### src/rtl/fetch_pkg.sv
// ----------------------------------------------------------------------------
// fetch_pkg : shared types and constants for the instruction fetch stage
// Rev 1.0
// ----------------------------------------------------------------------------
`default_nettype none

package fetch_pkg;

    localparam int XLEN = 32;
    localparam logic [XLEN-1:0] NOP_INSTR = 32'h0000_0013;

    typedef enum logic [1:0] {
        S_IDLE  = 2'd0,
        S_RUN   = 2'd1,
        S_DRAIN = 2'd2
    } fetch_state_t;

    typedef struct packed {
        logic [XLEN-1:0] addr;
        logic [XLEN-1:0] instr;
    } fetch_entry_t;

endpackage

`default_nettype wire

### src/rtl/fetch_fifo.sv
// ----------------------------------------------------------------------------
// fetch_fifo : DEPTH-entry FIFO of fetch_entry_t with synchronous clear
// Rev 1.0
// ----------------------------------------------------------------------------
`default_nettype none

module fetch_fifo
    import fetch_pkg::*;
#(
    parameter int DEPTH = 2
) (
    input  logic                           clk,
    input  logic                           rst_n,
    input  logic                           clear,
    input  logic                           push,
    input  fetch_entry_t                   push_data,
    input  logic                           pop,
    output logic [$clog2(DEPTH+1)-1:0]     count,
    output fetch_entry_t                   head
);

    localparam int c_PTR_W = (DEPTH > 1) ? $clog2(DEPTH) : 1;
    localparam int c_CNT_W = $clog2(DEPTH + 1);

    fetch_entry_t       r_mem [DEPTH];
    logic [c_PTR_W-1:0] r_wr_ptr;
    logic [c_PTR_W-1:0] r_rd_ptr;
    logic [c_CNT_W-1:0] r_count;
    logic               w_push;
    logic               w_pop;

    function automatic logic [c_PTR_W-1:0] f_next_ptr(input logic [c_PTR_W-1:0] p);
        return (p == c_PTR_W'(DEPTH - 1)) ? '0 : p + 1'b1;
    endfunction

    assign w_pop  = pop && (r_count != '0);
    assign w_push = push && ((r_count != c_CNT_W'(DEPTH)) || w_pop);

    always_ff @(posedge clk or negedge rst_n) begin
        if (!rst_n) begin
            r_wr_ptr <= '0;
            r_rd_ptr <= '0;
            r_count  <= '0;
        end else if (clear) begin
            r_wr_ptr <= '0;
            r_rd_ptr <= '0;
            r_count  <= '0;
        end else begin
            if (w_push) r_wr_ptr <= f_next_ptr(r_wr_ptr);
            if (w_pop)  r_rd_ptr <= f_next_ptr(r_rd_ptr);
            if (w_push && !w_pop)      r_count <= r_count + 1'b1;
            else if (!w_push && w_pop) r_count <= r_count - 1'b1;
        end
    end

    always_ff @(posedge clk or negedge rst_n) begin
        if (!rst_n) begin
            for (int i = 0; i < DEPTH; i++) r_mem[i] <= '0;
        end else if (w_push && !clear) begin
            r_mem[r_wr_ptr] <= push_data;
        end
    end

    assign head  = r_mem[r_rd_ptr];
    assign count = r_count;

    a_no_overflow: assert property (@(posedge clk) disable iff (!rst_n)
        !(push && !clear && (r_count == c_CNT_W'(DEPTH)) && !w_pop));

endmodule

`default_nettype wire

### src/rtl/instr_fetch_unit.sv
// ----------------------------------------------------------------------------
// instr_fetch_unit : credit-limited in-order fetch stage with response buffer
// Option macro: FETCH_ALIGN_CHECK_EN (block misaligned fetches, raise FetchFault)
// Rev 1.0
// ----------------------------------------------------------------------------
`default_nettype none

module instr_fetch_unit #(
    parameter int              XLEN        = 32,
    parameter int              BUF_DEPTH   = 2,
    parameter logic [XLEN-1:0] RESET_INSTR = 32'h0000_0013
) (
    input  logic            clk,
    input  logic            Reset_n,
    input  logic [XLEN-1:0] PC,
    output logic            PCAdvance,
    input  logic            Flush,
    output logic            ImemReqValid,
    output logic [XLEN-1:0] ImemReqAddr,
    input  logic            ImemReqReady,
    input  logic            ImemRspValid,
    input  logic [XLEN-1:0] ImemRspData,
    output logic            InstrValid,
    output logic [XLEN-1:0] Instr,
    output logic [XLEN-1:0] InstrPC,
    input  logic            InstrReady,
    output logic            FetchFault
);

    import fetch_pkg::*;

    localparam int              c_CNT_W      = $clog2(BUF_DEPTH + 1);
    localparam logic [XLEN-1:0] c_ALIGN_MASK = {{(XLEN-2){1'b1}}, 2'b00};

    fetch_state_t       r_state;
    fetch_state_t       w_state_next;
    logic [c_CNT_W-1:0] r_outstanding;
    logic [c_CNT_W-1:0] r_drop;
    logic [c_CNT_W-1:0] w_outstanding_next;
    logic [c_CNT_W-1:0] w_drop_next;
    logic [c_CNT_W-1:0] w_fifo_count;
    logic [c_CNT_W-1:0] w_aq_count;
    fetch_entry_t       w_fifo_head;
    fetch_entry_t       w_aq_head;
    fetch_entry_t       w_rsp_entry;
    fetch_entry_t       w_aq_entry;
    logic               w_credit;
    logic               w_pc_ok;
    logic               w_accept;
    logic               w_rsp_any;
    logic               w_rsp_keep;
    logic               w_fifo_empty;
    logic               w_pop;
    logic               w_fault;

    assign ImemReqAddr = PC & c_ALIGN_MASK;

`ifdef FETCH_ALIGN_CHECK_EN
    logic r_fault;

    assign w_pc_ok = (PC[1:0] == 2'b00);

    always_ff @(posedge clk or negedge Reset_n) begin
        if (!Reset_n)                          r_fault <= 1'b0;
        else if (Flush)                        r_fault <= 1'b0;
        else if (r_state == S_RUN && !w_pc_ok) r_fault <= 1'b1;
    end

    assign w_fault = r_fault;
`else
    assign w_pc_ok = 1'b1;
    assign w_fault = 1'b0;
`endif

    assign FetchFault = w_fault;

    // Buffered plus in-flight never exceeds BUF_DEPTH, so responses always fit.
    assign w_credit = ({1'b0, r_outstanding} + {1'b0, w_fifo_count})
                      < (c_CNT_W + 1)'(BUF_DEPTH);

    always_ff @(posedge clk or negedge Reset_n) begin
        if (!Reset_n) r_state <= S_IDLE;
        else          r_state <= w_state_next;
    end

    always_comb begin
        w_state_next = r_state;
        case (r_state)
            S_IDLE:  w_state_next = S_RUN;
            S_RUN:   if (Flush && (r_outstanding != '0)) w_state_next = S_DRAIN;
            S_DRAIN: if (w_drop_next == '0)              w_state_next = S_RUN;
            default: w_state_next = S_IDLE;
        endcase
    end

    always_comb begin
        ImemReqValid = (r_state == S_RUN) && !Flush && w_credit && w_pc_ok;
        PCAdvance    = ImemReqValid && ImemReqReady;
    end

    assign w_accept   = ImemReqValid && ImemReqReady;
    assign w_rsp_any  = ImemRspValid && (r_state != S_IDLE);
    assign w_rsp_keep = ImemRspValid && (r_state == S_RUN) && !Flush;

    // A response arriving in the flush cycle is itself dropped, so it is not counted in drop.
    always_comb begin
        w_outstanding_next = r_outstanding + c_CNT_W'(w_accept) - c_CNT_W'(w_rsp_any);
        w_drop_next        = r_drop;
        if (r_state == S_RUN && Flush)
            w_drop_next = r_outstanding - c_CNT_W'(ImemRspValid);
        else if (r_state == S_DRAIN && w_rsp_any)
            w_drop_next = r_drop - 1'b1;
    end

    always_ff @(posedge clk or negedge Reset_n) begin
        if (!Reset_n) begin
            r_outstanding <= '0;
            r_drop        <= '0;
        end else begin
            r_outstanding <= w_outstanding_next;
            r_drop        <= w_drop_next;
        end
    end

    always_comb begin
        w_rsp_entry       = w_aq_head;
        w_rsp_entry.instr = ImemRspData;
    end

    assign w_aq_entry = '{addr: ImemReqAddr, instr: '0};

    fetch_fifo #(
        .DEPTH     (BUF_DEPTH)
    ) u_addr_q (
        .clk       (clk),
        .rst_n     (Reset_n),
        .clear     (Flush),
        .push      (w_accept),
        .push_data (w_aq_entry),
        .pop       (w_rsp_keep),
        .count     (w_aq_count),
        .head      (w_aq_head)
    );

    fetch_fifo #(
        .DEPTH     (BUF_DEPTH)
    ) u_rsp_fifo (
        .clk       (clk),
        .rst_n     (Reset_n),
        .clear     (Flush),
        .push      (w_rsp_keep),
        .push_data (w_rsp_entry),
        .pop       (w_pop),
        .count     (w_fifo_count),
        .head      (w_fifo_head)
    );

    assign w_fifo_empty = (w_fifo_count == '0);
    assign InstrValid   = !w_fifo_empty && !Flush;
    assign w_pop        = InstrValid && InstrReady;
    assign Instr        = w_fifo_empty ? RESET_INSTR : w_fifo_head.instr;
    assign InstrPC      = w_fifo_empty ? '0 : w_fifo_head.addr;

    a_rsp_has_addr: assert property (@(posedge clk) disable iff (!Reset_n)
        !(w_rsp_keep && (w_aq_count == '0)));

endmodule

`default_nettype wire

### config.mk
export PLATFORM = sky130hd
export DESIGN_NAME = instr_fetch_unit
export DESIGN_NICKNAME = d
export VERILOG_FILES = /design/src/rtl/fetch_pkg.sv /design/src/rtl/fetch_fifo.sv /design/src/rtl/instr_fetch_unit.sv
export SDC_FILE = /design/constraint.sdc
export NUM_CORES = 1
export LEC_CHECK = 0
export CAP_MARGIN = 25
export CELL_PAD_IN_SITES_DETAIL_PLACEMENT = 2
export CELL_PAD_IN_SITES_GLOBAL_PLACEMENT = 2
export CORE_MARGIN = 1
export CORE_UTILIZATION = 31
export CTS_BUF_LIST = sky130_fd_sc_hd__clkbuf_16
export DETAILED_ROUTE_END_ITERATION = 10
export GPL_TIMING_DRIVEN = 0
export PLACE_DENSITY_LB_ADDON = 0.05
export SYNTH_ARGS = -nofsm -noshare
export SYNTH_HDL_FRONTEND = slang
export SYNTH_SLANG_ARGS = --single-unit
### constraint.sdc
create_clock -name clk -period 2.6 [get_ports clk]
set_input_delay 0.26 -clock clk [delete_from_list [all_inputs] [get_ports clk]]
set_output_delay 0.26 -clock clk [all_outputs]
set_load 0.1 [all_outputs]
Word-level counts from Yosys, hierarchy flattened --
Index checks and enable logic that the tools add are counted.
Storage, ports and cells: bits in registers 270, input bits 70, output and inout port bits 100, logic and storage cells 129
Operators by class: add/subtract/negate cells 13, order comparisons 7, equal/unequal tests 6, multiplexer cells 37, bitwise operators 4, reductions and logical operators 45
Operators with widths (count):
- 2-to-1 mux 64 bit | 8
- bitwise mux 128 bit | 2
- demux 64 bit (select 1 bit) | 2
- 2-to-1 mux 32 bit | 2
- logical AND 1 bit | 23
- 2-to-1 mux 2 bit | 10
- nonzero test 2 bit | 8
- 2-to-1 mux 1 bit | 12
- greater-or-equal comparator 2 bit, second input constant | 4
- != test 2 bit, second input constant | 4
- NOT 1 -> 2 bit | 4
- logical NOT 1 bit | 6
- logical NOT 2 bit | 3
- case mux 2 bit (3 select lines) | 1
- nonzero test 3 bit | 2
- subtractor 2 x 1 -> 2 bit, second input constant | 3
- adder 1 bit, second input constant | 4
- adder 2 x 1 -> 2 bit, second input constant | 2
- < comparator 2 x 1 -> 1 bit, second input constant | 2
- subtractor 2 x 1 -> 2 bit | 2
- adder 2 x 2 -> 3 bit | 1
- < comparator 3 x 2 -> 1 bit, second input constant | 1
- adder 2 x 1 -> 2 bit | 1
- equality test 2 x 1 -> 1 bit, second input constant | 1
- 3 further kinds | 4

Longest topological paths before layout --
Gate-level depths: netlist (run 1).
word-level depth 12, gate-level depth with buffers 10, gate-level depth less buffers 9

Modules after synthesis --
A second synthesis (run 1) with hierarchy kept.
Unflattened totals: cells, all modules 886, area total of the unflattened synthesis 12987.5 um^2
Modules (own cells, without submodules):
- fetch_fifo | times used 2, cells each 365, area each 5913.2 um^2, seq. area each 3303.2 um^2
- instr_fetch_unit | times used 1, cells each 156, area each 1161.1 um^2, seq. area each 150.1 um^2

Worst setup path after synthesis (run 1) --
Ideal clock, no wire load.
path kind reg-to-output, start reg u_rsp_fifo.r_count[0], in the netlist u_rsp_fifo.count[0], end out ImemReqValid, data arrival time 2.963 ns, required time 2.340 ns, path slack -0.623 ns, cell stages (with the launch flop) 6, path buffers 1, cell sequence dfrtp_1 clkbuf_1 and2_1 fa_1 or4b_1 nor2_1
On the way: cells in the longest elaborated chain, start to end 3
Ends and longest elaborated chain:
- start: declaration | line fetch_fifo.sv:28 | logic [c_CNT_W-1:0] r_count;
- start signal: assignment | line fetch_fifo.sv:51 | if (w_push && !w_pop) r_count <= r_count + 1'b1;
- start signal: assignment | line fetch_fifo.sv:52 | else if (!w_push && w_pop) r_count <= r_count - 1'b1;
- adder 2 x 2 -> 3 bit | line instr_fetch_unit.sv:78 | assign w_credit = ({1'b0, r_outstanding} + {1'b0, w_fifo_count})
- < comparator 3 x 2 -> 1 bit | line instr_fetch_unit.sv:79 | < (c_CNT_W + 1)'(BUF_DEPTH);
- logical AND 1 bit | line instr_fetch_unit.sv:97 | ImemReqValid = (r_state == S_RUN) && !Flush && w_credit && w_pc_ok;
- end: declaration | line instr_fetch_unit.sv:18 | output logic ImemReqValid,
Every way passes these cells.

Worst setup path after layout (run 1) --
start reg u_rsp_fifo.r_count[0], in the netlist u_rsp_fifo.count[0], end reg u_addr_q.r_mem[104] in the netlist's numbering
On the way: cells in the longest elaborated chain, start to end 6
Ends and longest elaborated chain:
- adder 2 x 2 -> 3 bit | line instr_fetch_unit.sv:78
- < comparator 3 x 2 -> 1 bit | line instr_fetch_unit.sv:79
- logical AND 1 bit | line instr_fetch_unit.sv:97
- logical AND 1 bit | line instr_fetch_unit.sv:101 | assign w_accept = ImemReqValid && ImemReqReady;
- logical AND 1 bit | line fetch_fifo.sv:37 | assign w_push = push && ((r_count != c_CNT_W'(DEPTH)) || w_pop);
- logical AND 1 bit | line fetch_fifo.sv:59 | end else if (w_push && !clear) begin
- end signal: indexed assignment | line fetch_fifo.sv:60 | r_mem[r_wr_ptr] <= push_data;
- end: declaration | line fetch_fifo.sv:25 | fetch_entry_t r_mem [DEPTH];
Every way passes these cells. A chain may end at the register's enable or synchronous reset.

==> results of run 1 <==
[power groups by stage]
stage | clock network [mW] | registers [mW] | logic (mW)
final | 2.61 | 5.14 | 4.36
after global routing | 2.80 | 5.33 | 4.75
after CTS | 2.70 | 5.14 | 4.30
after detailed placement | 0 | 5.19 | 4.19
after global placement | 0 | 5.06 | 3.96
after floorplan | 0 | 4.93 | 3.19
[cell families (layout without fill, tap and decap cells)]
logic type               after synthesis  count (layout)  synth area share
flip-flops                           198             198             0.537
multiplexers                         219             219             0.254
AND/OR/NAND/NOR                      162             162            0.0821
AO/OA/AOI/OAI                         86              86            0.0514
buffers and inverters                 91             301            0.0633
adder cells (fa/ha/maj)                4               4           0.00623
other                                  1               5          0.000406
XOR/XNOR                               6               6           0.00569
[state kept, by name (all words and copies together), names as in the netlist]
name	flops
r_outstanding	2
u_addr_q.count	2
r_state	2
u_addr_q.r_mem	60
u_rsp_fifo.r_wr_ptr	1
u_rsp_fifo.count	2
u_rsp_fifo.r_rd_ptr	1
r_drop	2
u_addr_q.r_rd_ptr	1
u_addr_q.r_wr_ptr	1
u_rsp_fifo.r_mem	124
[worst max-delay path: stages (launching register included)]
cell and delay [ns]:
dfrtp_1 0.42, and2_4 0.18, fa_2 0.44, buf_6 0.14, nor4b_4 0.31, nand3_4 0.15, nor3_4 0.17, buf_6 0.20
clkbuf_16 0.18, mux2_4 0.30
[placed cells by master, fill, tap and decap left out, drive strengths merged, types with 3 or more instances in the layout]
cell type      count
nand2             35
buf              134
ha                 3
mux2i             95
clkdlybuf4s50     96
a21oi             31
xnor2              5
nor2b              4
clkinv             8
dfrtp            198
mux2             124
inv               13
a211o              3
o21ai             40
clkbuf            41
clkdlybuf4s15      6
nor2              99
nand2b             4
nor3               3
a211oi             4
conb               5
[what timing repair did]
action / in CTS / in global routing
pin swaps: 5 / 6
gates resized for setup: 355 / 36
endpoints found under the hold margin: 93 / 0
setup endpoints to repair: 129 / 104
hold buffers: 1 / 0
setup buffers: 8 / 6
gates cloned: 1 / 2
[final cells by class]
type                    instances  area (um2)  share of cell area
flip-flops and latches        198        4950               0.408
plain buffers                  83         602              0.0496
clock inverters                15         141              0.0117
well taps                     384         480              0.0396
clock buffers                  17         425              0.0351
repair buffers                180        1600               0.131
inverters                       6        27.5             0.00227
multi-input cells             482        3910               0.322
[worst max path at each step]
stage,start,to,slack [ns],cells past startpoint
after global routing,r_outstanding[1],r_outstanding[1],-0.11,9
after global placement,Reset_n,u_addr_q.r_mem[110],-7.07,1
after CTS,u_rsp_fifo.count[0],ImemReqValid,-0.17,6
after floorplan,u_rsp_fifo.count[0],Instr[0],-0.32,2
after detailed placement,u_rsp_fifo.count[1],InstrPC[29],-0.84,5
final,u_rsp_fifo.count[0],u_addr_q.r_mem[104],-0.006,9
[routing by layer]
metal  part of all wire  vias to the layer above  global-route usage
li1                   -                     3000                   -
met1               0.45                     3390               0.228
met2               0.51                      123               0.315
met3              0.026                       16              0.0255
met4              0.011                        0              0.0460
met5                  0                        -                   0
[through the flow]
step | power [mW] | hold slack (ns)
final | 12.1 | 0.393
after global routing | 12.9 | 0.457
after CTS | 12.1 | 0.445
after detailed placement | 9.39 | 0.334
after global placement | 9.03 | 0.460
after floorplan | 8.13 | -0.0356
==> results.sh, run 1 <==
export IMPL_stdcell_area_um2=12100
export IMPL_htreeDepth=4
export IMPL_post_place_ws_ns=-0.844
export IMPL_synth_edf_count=0
export IMPL_outcome="finished with violations"
export IMPL_cts_buffer_depth=2
export IMPL_grt_pass1_wl_um=42200
export IMPL_fillCellCount=2962
export IMPL_totalWireLength_um=26700
export IMPL_power_frac_comb=0.360
export IMPL_drc_errors=0
export IMPL_reg2reg_slack_ns=-0.006
export IMPL_ir_drop_mv=0.394
export IMPL_drt_iter0_drc=208
export IMPL_drive_above_1_share=0.360
export IMPL_skew_ns=0.0175
export IMPL_clock_latency_ns=0.45
export IMPL_synth_warnings=0
export IMPL_worstPathArrival_ns=2.93
export IMPL_setup_ws_ns=-0.00634
export IMPL_io_pins=170
export IMPL_async_flop_share=1.00
export IMPL_finalNonFillerCells=1365
export IMPL_worstReg2RegEnd="u_addr_q.r_mem[104]"
export IMPL_port_buffers=162
export IMPL_row_count=62
export IMPL_cts_sinks=198
export IMPL_yosysTopAreaCellShare=0.537
export IMPL_antenna_found_initial=0
export IMPL_synth_area_leaders="dfrtp_1, mux2_2, mux2i_1"
export IMPL_cts_root_buf="clkbuf_16"
export IMPL_synthDistinctLibCells=50
export IMPL_crit_type="reg -> reg"
export IMPL_cp_end_kind="register"
export IMPL_synthFlopType="dfrtp_1"
export IMPL_worstPathMaxFanout=6
export IMPL_routabilityCongestion=0.744
export IMPL_place_hpwl_um=18200
export IMPL_reg2reg_depth=9
export IMPL_start_kind="register"
export IMPL_ant_nets=0
export IMPL_tritoncts="done"
export IMPL_tns_ns=-0.0103
export IMPL_syn_avg_cell_area_um2=12.0
export IMPL_vias=6529
export IMPL_start_util=0.318
export IMPL_die_area_um2=30500
export IMPL_tightest_slew_ns=0.979
export IMPL_setup_viol=5
export IMPL_final_hold_violation_count=0
export IMPL_clkPwrFrac=0.215
export IMPL_ys_seq_area_frac=0.537
export IMPL_timing_rr_start="u_rsp_fifo.count[0]"
export IMPL_synth_seq_cells=198
export IMPL_antennaDiodeCount=0
export IMPL_cp_data_required_time_ns=2.92
export IMPL_drv_slew=0
export IMPL_path_clk_slew_ns=0.08
export IMPL_die_height_um=175
export IMPL_grt_overflow_total=0
export IMPL_power_density_nw_per_um2=998
export IMPL_utilization=0.418
export IMPL_yosys_top_cells_count="dfrtp_1, mux2_2, nor2_1"
export IMPL_nets=1042
export IMPL_area_growth_pct=31.4
export IMPL_yosys_area_top_type="dfrtp_1"
export IMPL_grt_pass1_vias=7565
export IMPL_viasPerCell=4.78
export IMPL_synthCells=767
export IMPL_post_route_period_util=1.00
export IMPL_p_leak_nw=5.37
export IMPL_power_switching_mw=4.55
export IMPL_slew_headroom=0.346
export IMPL_wl_per_cell_um=19.5
export IMPL_synth_most_common_cell="dfrtp_1"
export IMPL_fp_dieW_um=175
export IMPL_max_cap_viol_count=0
export IMPL_grt_max_degree=106
export IMPL_hp_class="in -> async"
export IMPL_period_needed_ns=2.61
export IMPL_internal_power_mw=7.56
export IMPL_rsz0062_at_grt="true"
export IMPL_violations="negative setup slack"
export IMPL_switching_share=0.376
export IMPL_core_area_um2=29000
export IMPL_cts_buffers=17
export IMPL_placed_area_um2=11500
export IMPL_synthesis_area_um2=9230
export IMPL_track_usage=0.179
export IMPL_fmax_mhz=384
export IMPL_pwr_share_seq=0.425
export IMPL_drt_pre_antenna_iters=4
export IMPL_dp_cells=1318
Note: power is estimated with default switching activity, not from simulation.
==> run 2, diff against run 1 <==
--- a/config.mk
+++ b/config.mk
@@ -9,7 +9,7 @@
 export CELL_PAD_IN_SITES_DETAIL_PLACEMENT = 2
 export CELL_PAD_IN_SITES_GLOBAL_PLACEMENT = 2
 export CORE_MARGIN = 1
-export CORE_UTILIZATION = 31
+export CORE_UTILIZATION = 38
 export CTS_BUF_LIST = sky130_fd_sc_hd__clkbuf_16
 export DETAILED_ROUTE_END_ITERATION = 10
 export GPL_TIMING_DRIVEN = 0
==> constraint.sdc (replaced) <==
create_clock -name clk -period 3.15 [get_ports clk]
set_input_delay 0.315 -clock clk [delete_from_list [all_inputs] [get_ports clk]]
set_output_delay 0.315 -clock clk [all_outputs]
set_load 0.1 [all_outputs]
==> run 2 against run 1 <==
The flow now finishes without violations; sequential power is 17% lower; setup slack better by 0.13 ns; clock-buffer cell count unchanged; combinational power shrank 23%; critical path depth decreased by 4; first-iteration DRC count up 3.8%; via count fell by 0.60%; final area decreased by 2.3%; routed wire length decreased by 3.9%; total power fell by 19%; register-to-register slack gained 0.47 ns; global-route usage grew 3.9 points.
==> results.sh, run 2 (synthesized netlist as in run 1, its figures left out) <==
export IMPL_drive_above_1_share=0.295
export IMPL_fin_worst_hold_slack_ns=0.467
export IMPL_final_common_cell="dfrtp_1"
export IMPL_dp_cells=1253
export IMPL_period_needed_ns=3.02
export IMPL_reg_top3="u_rsp_fifo.r_mem (124), u_addr_q.r_mem (60)"
export IMPL_power_frac_comb=0.341
export IMPL_track_usage=0.217
export IMPL_pwr_share_seq=0.434
export IMPL_worst_path_buf_inv=3
export IMPL_io_pins=170
export IMPL_stdcell_area_um2=11900
export IMPL_die_height_um=158
export IMPL_post_cts_buffers=0
export IMPL_outcome="completed"
export IMPL_crit_family="buffers and inverters"
export IMPL_drt_pre_antenna_iters=4
export IMPL_power_density_nw_per_um2=828
export IMPL_ant_nets=0
export IMPL_utilization=0.500
export IMPL_internal_power_mw=6.14
export IMPL_drt_iter0_drc=216
export IMPL_cts_buffer_depth=2
export IMPL_met3_usage=0.0331
export IMPL_totalWireLength_um=25600
export IMPL_grt_max_degree=106
export IMPL_regMostFlops="u_rsp_fifo.r_mem"
export IMPL_use_met2=0.402
export IMPL_p_leak_nw=5.14
export IMPL_fmax_mhz=331
export IMPL_grt_busiest_layer="met2"
export IMPL_slew_headroom=0.332
export IMPL_routabilityCongestion=0.774
export IMPL_crit_slowest_cell="dlygate4sd2_1"
export IMPL_port_buffers=162
export IMPL_worstPathArrival_ns=2.71
export IMPL_power_switching_mw=3.67
export IMPL_row_count=56
export IMPL_viasPerCell=5.05
export IMPL_post_place_ws_ns=-0.330
export IMPL_final_cell_mix="dfrtp_1, mux2_2, clkdlybuf4s50_1"
export IMPL_vias=6490
export IMPL_post_route_period_util=0.959
export IMPL_tritoncts="done"
export IMPL_path_clk_slew_ns=0.08
export IMPL_grt_met1_usage=0.259
export IMPL_clock_latency_ns=0.44
export IMPL_grt_pass1_wl_um=41000
export IMPL_cp_data_required_time_ns=2.83
export IMPL_worstPathMaxFanout=10
export IMPL_area_growth_pct=28.4
export IMPL_final_hold_violation_count=0
export IMPL_grt_pass1_vias=7571
export IMPL_finalNonFillerCells=1285
export IMPL_cp_end_kind="output port"
export IMPL_cts_root_buf="clkbuf_16"
export IMPL_switching_share=0.374
export IMPL_cts_sinks=198
export IMPL_p_total_mw=9.82
export IMPL_antenna_found_initial=0
export IMPL_grt_overflow_total=0
export IMPL_antennaDiodeCount=0
export IMPL_placed_area_um2=11300
export IMPL_clkPwrFrac=0.225
export IMPL_wl_per_cell_um=19.9
export IMPL_nets=1027
export IMPL_cp_common_cell="clkbuf_1"
export IMPL_rsz0062_at_grt="false"
export IMPL_crit_type="reg -> out"
export IMPL_setup_viol=0
export IMPL_core_area_um2=23700
export IMPL_fp_dieW_um=158
export IMPL_setup_ws_ns=0.128
export IMPL_crit_chain="clkbuf_1, nor2_2, clkbuf_1, nor2_1, dlygate4sd2_1"
export IMPL_die_area_um2=24900
export IMPL_start_kind="register"
export IMPL_cts_buffers=17
export IMPL_hp_class="in -> async"
export IMPL_htreeDepth=4
export IMPL_drv_slew=0
export IMPL_start_util=0.390
export IMPL_drc_errors=0
export IMPL_tns_ns=0
export IMPL_tightest_slew_ns=0.999
export IMPL_critical_path_max_stage_delay_ns=0.87
export IMPL_largest_reg_flops=124
export IMPL_max_cap_viol_count=0
export IMPL_place_hpwl_um=18200
export IMPL_skew_ns=0.0142
export IMPL_ir_drop_mv=0.384
==> run 2: changes by cell type in the layout (fill, tap and decap cells not counted), sizes merged <==
cell           change
clkbuf            +16
bufinv             +1
clkdlybuf4s50      +3
buf               -68
clkinv             -1
clkdlybuf4s18      -2
inv                -1
clkdlybuf4s15     +30
dlygate4sd2        +6
clkinvlp           +1
==> run 2: worst reg2reg max path: cells and delay by family (launching register included) <==
kind,cells,cell delay [ns]
fa+ha+maj,1,0.49
buf+inv,1,0.23
mux,1,0.36
flops,1,0.51
simple gates,4,1.01
==> run 2: metal layers <==
layer | vias to the layer above | share of wire
met1 | 3356 | 0.42
met2 | 141 | 0.53
li1 | 2966 | -
met4 | 0 | 0.013
met5 | - | 0
met3 | 27 | 0.036
==> run 2: repair_timing <==
action | 4_1_cts | 5_1_grt
endpoints found under the setup margin | 62 | 48
gates resized for setup | 145 | 43
endpoints found under the hold margin | 93 | 0
hold buffers | 1 | 0
==> run 2: power groups by stage <==
| stage | clock, mW | sequential (mW) | combinational (mW) |
|---|---|---|---|
| after detailed placement | 0 | 4.30 | 3.41 |
| after global placement | 0 | 4.17 | 3.19 |
| after floorplan | 0 | 4.07 | 2.58 |
| final | 2.21 | 4.26 | 3.35 |
| after CTS | 2.27 | 4.26 | 3.42 |
| after global routing | 2.35 | 4.40 | 3.64 |
==> run 2: final timing paths <==
| kind | start | end | slack, ns | cells past startpoint |
|---|---|---|---|---|
| max | u_rsp_fifo.count[1] | Instr[19] | 0.13 | 5 |
| min | Reset_n | u_rsp_fifo.r_mem[8] | 0.47 | 2 |
| max reg2reg | u_rsp_fifo.count[0] | u_addr_q.r_mem[126] | 0.46 | 7 |
| min reg2reg | u_rsp_fifo.r_mem[56] | u_rsp_fifo.r_mem[56] | 0.49 | 2 |
| max in group asynchronous | Reset_n | u_rsp_fifo.r_mem[63] | 1.72 | 3 |
| min in group clk | u_rsp_fifo.r_mem[56] | u_rsp_fifo.r_mem[56] | 0.49 | 2 |
==> run 2: area by class of cell <==
cell class / count / area, um2
Buffer: 84 / 577
Clock buffer: 17 / 425
Clock inverter: 15 / 166
Fill cell: 2404 / 11800
Inverter: 6 / 23.8
Multi-Input combinational cell: 482 / 3710
Sequential cell: 198 / 4950
Tap cell: 319 / 399
Timing Repair Buffer: 164 / 1590
